==> src/rtl/instr_fetch_issue.sv <==
// Fetch/issue front end: holds the PC, fetches one MIPS word per req/ack
// handshake, issues it to execute and resolves the next PC on accept.
module instr_fetch_issue #(
    parameter logic [31:0] RESET_PC = 32'h0000_0000
) (
    input  logic        clk,
    input  logic        reset,
    output logic        imem_req,
    output logic [31:0] imem_addr,
    input  logic        imem_ack,
    input  logic [31:0] imem_rdata,
    output logic [31:0] instr,
    output logic [5:0]  opcode,
    output logic [5:0]  funct,
    output logic        instr_valid,
    input  logic        instr_ready,
    input  logic [1:0]  branch,
    input  logic        zero,
    output logic [31:0] pc,
    output logic [31:0] link_pc,
    output logic [31:0] retired
);

    typedef enum logic {FETCH, ISSUE} state_t;

    state_t      state_q, state_d;
    logic [31:0] pc_q, pc_d;
    logic [31:0] instr_q, instr_d;
    logic [31:0] retired_q, retired_d;
    logic [31:0] br_off;
    logic [31:0] next_pc;
    logic        br_taken;

    always_ff @(posedge clk) begin
        if (reset) begin
            state_q   <= FETCH;
            pc_q      <= RESET_PC;
            instr_q   <= '0;
            retired_q <= '0;
        end else begin
            state_q   <= state_d;
            pc_q      <= pc_d;
            instr_q   <= instr_d;
            retired_q <= retired_d;
        end
    end

    assign link_pc  = pc_q + 32'd4;
    assign br_off   = {{14{instr_q[15]}}, instr_q[15:0], 2'b00};
    assign br_taken = (branch == 2'b10 && zero) || (branch == 2'b01 && !zero);

    always_comb begin
        next_pc = link_pc;
        if (branch == 2'b11)
            next_pc = {link_pc[31:28], instr_q[25:0], 2'b00};
        else if (br_taken)
            next_pc = link_pc + br_off;
    end

    always_comb begin
        state_d   = state_q;
        pc_d      = pc_q;
        instr_d   = instr_q;
        retired_d = retired_q;
        case (state_q)
            FETCH: begin
                if (imem_ack) begin
                    instr_d = imem_rdata;
                    state_d = ISSUE;
                end
            end
            ISSUE: begin
                // Ack is ignored here; branch/zero only matter in the accept cycle.
                if (instr_ready) begin
                    pc_d      = {next_pc[31:2], 2'b00};
                    retired_d = retired_q + 32'd1;
                    state_d   = FETCH;
                end
            end
            default: state_d = FETCH;
        endcase
    end

    // Request is masked during reset so it first rises the cycle after release.
    assign imem_req    = (state_q == FETCH) && !reset;
    assign imem_addr   = pc_q;
    assign instr_valid = (state_q == ISSUE);
    assign instr       = instr_q;
    assign opcode      = instr_q[31:26];
    assign funct       = instr_q[5:0];
    assign pc          = pc_q;
    assign retired     = retired_q;

endmodule
==> config.mk <==
export PLATFORM = sky130hd
export DESIGN_NAME = instr_fetch_issue
export DESIGN_NICKNAME = d
export VERILOG_FILES = /design/src/rtl/instr_fetch_issue.sv
export SDC_FILE = /design/constraint.sdc
export NUM_CORES = 1
export LEC_CHECK = 0
export BUFFER_PORTS_ARGS = -buffer_cell sky130_fd_sc_hd__clkbuf_2
export CAP_MARGIN = 20
export CORE_ASPECT_RATIO = 1.75
export CORE_MARGIN = 5
export CORE_UTILIZATION = 52
export DETAILED_ROUTE_END_ITERATION = 8
export GPL_TIMING_DRIVEN = 0
export PLACE_DENSITY = 0.82
export SYNTH_ARGS = -nofsm -noshare
export SYNTH_HDL_FRONTEND = slang
export SYNTH_SLANG_ARGS = --single-unit
==> constraint.sdc <==
create_clock -name clk -period 4.7 [get_ports clk]
set_clock_uncertainty 0.15 [all_clocks]
set_input_delay 1.41 -clock clk [delete_from_list [all_inputs] [get_ports clk]]
set_output_delay 1.41 -clock clk [all_outputs]
set_load 0.01 [all_outputs]
==> results by stage <==
STA:
- The relative slew slack is 0.319.
- The slew at the pin with the worst max-slew slack is around 1000 ps.
- The count of final setup violators is 0.
- The number of slew-limit violations in the final report is 0.
- The accumulated negative setup slack is 0 ps.
- Dividing the final minimum period by the clock period gives 0.959.
- Derived from the worst setup path, the maximum achievable clock frequency is 0.222 GHz.
- The least setup slack across all paths after layout is around 190 ps.
- The final-report hold violation count was 0.
- Counting I/O delays and the setup requirement, the final critical path takes 4510 ps.
- Setup repair after global routing left no endpoint under its margin.

Worst hold path:
- For hold timing, the worst endpoint is instr[31]$_SDFFE_PP0P_.
- The worst hold path was traced through 2 stages.
- The worst hold path class is flip-flop to flip-flop.
- The worst hold path begins at instr[31]$_SDFFE_PP0P_.

Setup path:
- STA classifies the critical path endpoint as an output port.
- STA puts the critical path data required time at about 3100 ps.
- Of all nets on the critical path, the largest fanout is 10.
- The reg-to-reg endpoint is imem_addr[31]$_SDFFE_PP0P_.
- Data arrives at the worst endpoint at just under 3000 ps.
- The critical path is of the input pin to output port type.
- The number of cell instances on the worst register-to-register path is 16.
- The element type at the critical path start is an input pin.
- The worst register-to-register path begins at imem_addr[3]$_SDFFE_PP0P_.
- In this run the register-to-register setup slack is around 250 ps.

Floorplanning:
- The full die area is ~15000 um2.
- The floorplan die width is between 90 and 100 um.
- The die boundary height is around 160 um.
- The count of standard-cell rows is 53.
- During I/O placement, the number of pins put on the boundary was roughly 210.
- For this configuration, the core starts out at a cell density of 0.528.
- The core area is approximately 12000 um2.

Detailed routing:
- The total wire length after detailed routing is 21.3 mm.
- After the first detailed-routing iteration, the DRC count stood at 390.
- Using the TritonRoute via totals, the vias-per-cell ratio works out to ~5.6.
- The post-route DRC violation count is 0.
- The via count is ~6800.
- The detail route stage leaves a number of antenna-violating nets equal to 0.
- For this run, the detailed router's first-pass iteration total came to 5.
- After detailed routing, the average wire length per cell comes to ~18 um.

Synth:
- The number of flops mapped to enable cells by yosys is 0.
- For this run, asynchronously set or reset flops after synthesis account for 0.
- Yosys printed 0 warnings.
- Yosys mapped the design onto a little over 60 distinct sky130hd cell types.
- The number of synthesized register bits is 95.
- After synthesis, the cell types taking the most area are sky130_fd_sc_hd__dfxtp_1 (30%), sky130_fd_sc_hd__nand2_1 (8.7%), sky130_fd_sc_hd__ha_1 (7.3%).
- The synthesized netlist occupies a cell area of 6340 um2.
- The cell count after synthesis came out at approximately 820.
- The sequential fraction of the synthesis area is 0.300.
- The share of synthesized area in the top cell type comes to 0.300.
- The post-synthesis area per instance is between 7 and 8 um2.
- The biggest area consumer among synthesized cells is sky130_fd_sc_hd__dfxtp_1.
- Among all flip-flop cells after synthesis, the most frequent one is sky130_fd_sc_hd__dfxtp_1.

Placed design:
- Once detailed placement completed, the half-perimeter wirelength came to roughly 17 mm.
- The cell total after placement is approximately 1200.
- The global placer's final weighted congestion is around 0.96.
- Input and output buffers added on the ports amount to 205.
- At the placement stage, the worst setup path has a slack of -14.5 ps.

Clocking:
- The number of clock sinks seen by CTS is 95.
- The CTS tree is built.
- The clock tree synthesis step divided the H-tree into 3 levels.
- The library cell used as clock root buffer is sky130_fd_sc_hd__clkbuf_16.
- The total CTS buffers is 9.
- The source-to-sink clock delay at the later pin of the worst-skew pair is 360 ps.
- Clock-pin slew was measured on the worst setup and hold paths at roughly 70 ps.
- In this run, post-CTS hold repair placed 0 buffers.
- In this run the deepest clock path goes through 2 buffers.

GRT:
- The global-route total usage across every layer is 0.282.
- The first global-routing pass estimated ~32 mm of wire.
- The number of global-route vias before repair is 6615.
- The largest net degree at the start of global routing is 25.
- After global routing the overflow that remains totals 0.
- The initial antenna violation count was 0.

Cells and area:
- The ratio of cells with drive above 1 in the final layout is 0.276.
- The area used by multi-input combinational logic is between 3000 and 4000 um2.
- The post-route core utilization is 0.661.
- 0 antenna diodes ended up in the layout.
- The area growth from synthesis to final layout is 25.2%.
- The net count of the finished layout is around 1100.
- Registers take roughly 1900 um2.
- The number of fill cells in the layout is ~1100.
- Excluding fillers, the count of instances in the completed layout stands at 1214.

Power and ir drop:
- The power density relative to cell area is around 260 nW/um2.
- The total chip power is between 2 and 2.5 mW.
- The leakage power figure is between 3 and 4 nW.
- Across the VDD grid, the largest voltage drop is about 0.23 mV.

Outcome:
- The flow ran to the end, and the final reports show no timing, DRC or antenna violations.

Flow run:
- The tool flagged a number of max-cap violations equal to 0.
==> critical path, stage by stage <==
cell and delay [ps]:
sky130_fd_sc_hd__clkbuf_1 310, sky130_fd_sc_hd__clkbuf_1 550, sky130_fd_sc_hd__clkbuf_1 440, sky130_fd_sc_hd__nor2_1 80
sky130_fd_sc_hd__clkbuf_2 150
==> worst max-delay path by stage <==
stage                              start                         end  slack (ps)  depth (start not counted)
3_3_place_gp   imem_addr[2]$_SDFFE_PP0P_  imem_addr[31]$_SDFFE_PP0P_          -9                         14
6_report                           reset                    imem_req         190                          5
3_5_place_dp   imem_addr[4]$_SDFFE_PP0P_  imem_addr[28]$_SDFFE_PP0P_         -10                         14
4_1_cts        imem_addr[7]$_SDFFE_PP0P_  imem_addr[28]$_SDFFE_PP0P_          50                         16
2_1_floorplan  imem_addr[7]$_SDFFE_PP0P_  imem_addr[28]$_SDFFE_PP0P_         590                         16
5_1_grt        imem_addr[7]$_SDFFE_PP0P_  imem_addr[28]$_SDFFE_PP0P_          50                         16
==> metrics by stage <==
stage                     area (um2)  hold WS (ps)
after floorplan                 6350           338
after global placement          7590           306
after detailed placement        7590           315
after CTS                       7910           326
after global routing            7930           340
final                           7930           323
==> power by group <==
part	internal [mW]	leakage [nW]	switching (mW)
combinational	0.146	2.91	0.219
sequential	0.831	0.772	0.0437
clock	0.426	0.155	0.369
==> repair_timing <==
action	in CTS	in global routing
buffers inserted	0	0
setup endpoints to repair	5	4
gates resized for setup	3	4
pin swaps	0	0
cloned	0	0
==> synth_stat cells (11+ instances only) <==
| library cell | count |
|---|---|
| sky130_fd_sc_hd__nand2_1 | 147 |
| sky130_fd_sc_hd__dfxtp_1 | 95 |
| sky130_fd_sc_hd__a21oi_1 | 84 |
| sky130_fd_sc_hd__nor2_1 | 70 |
| sky130_fd_sc_hd__buf_4 | 49 |
| sky130_fd_sc_hd__ha_1 | 37 |
| sky130_fd_sc_hd__xnor2_1 | 37 |
| sky130_fd_sc_hd__xor2_1 | 36 |
| sky130_fd_sc_hd__clkbuf_1 | 31 |
| sky130_fd_sc_hd__nand3_1 | 26 |
| sky130_fd_sc_hd__o21ai_0 | 26 |
| sky130_fd_sc_hd__a21o_1 | 21 |
| sky130_fd_sc_hd__and3_1 | 18 |
| sky130_fd_sc_hd__o211ai_1 | 17 |
| sky130_fd_sc_hd__inv_1 | 11 |
| sky130_fd_sc_hd__nand4_1 | 11 |
==> layout by cell type, fill, tap and decap left out, drive strengths merged, types with 5 or more instances in the layout <==
| cell | n |
|---|---|
| nand2b | 5 |
| and2 | 5 |
| a211oi | 5 |
| dfxtp | 95 |
| o211ai | 17 |
| nor2 | 72 |
| o21a | 7 |
| nand3 | 27 |
| a311oi | 7 |
| conb | 6 |
| a21o | 21 |
| xor2 | 36 |
| nand4 | 12 |
| buf | 51 |
| clkbuf | 245 |
| a21oi | 84 |
| xnor2 | 37 |
| or3 | 8 |
| inv | 14 |
| and4 | 5 |
| nor3 | 10 |
| o21ai | 26 |
| and3 | 18 |
| ha | 37 |
| nand2 | 147 |
==> sequential cells by signal, indices dropped and copies added, names as in the netlist <==
name,count
retired,32
instr_valid,1
instr,32
imem_addr,30
==> cell families (layout without fill, tap and decap cells) <==
logic type,after synthesis,after routing,synth area share
adders and majority gates,38,38,0.0762
other,1,6,0.000592
AOI/OAI and AO/OA,204,204,0.208
xor gates and xnor gates,73,73,0.101
DFF,95,95,0.300
buffers and inverters,93,314,0.0843
muxes,4,4,0.00632
and+or+nand+nor,315,315,0.224
==> layer usage <==
metal	wire (um)	GRT usage	part of all wire
met5	0	0	0
met4	1220	0.187	0.057
met3	1360	0.0531	0.064
met2	11300	0.528	0.53
met1	7470	0.275	0.35
==> area by class of cell <==
class,count,share of cell area
multi-input cells,640,0.498
repair buffers,205,0.129
plain buffers,82,0.0622
inverters,11,0.00521
well taps,165,0.0260
clock inverters,7,0.0112
clock buffers,9,0.0284
flip-flops and latches,95,0.240
Power figures use the tool's default switching activity.
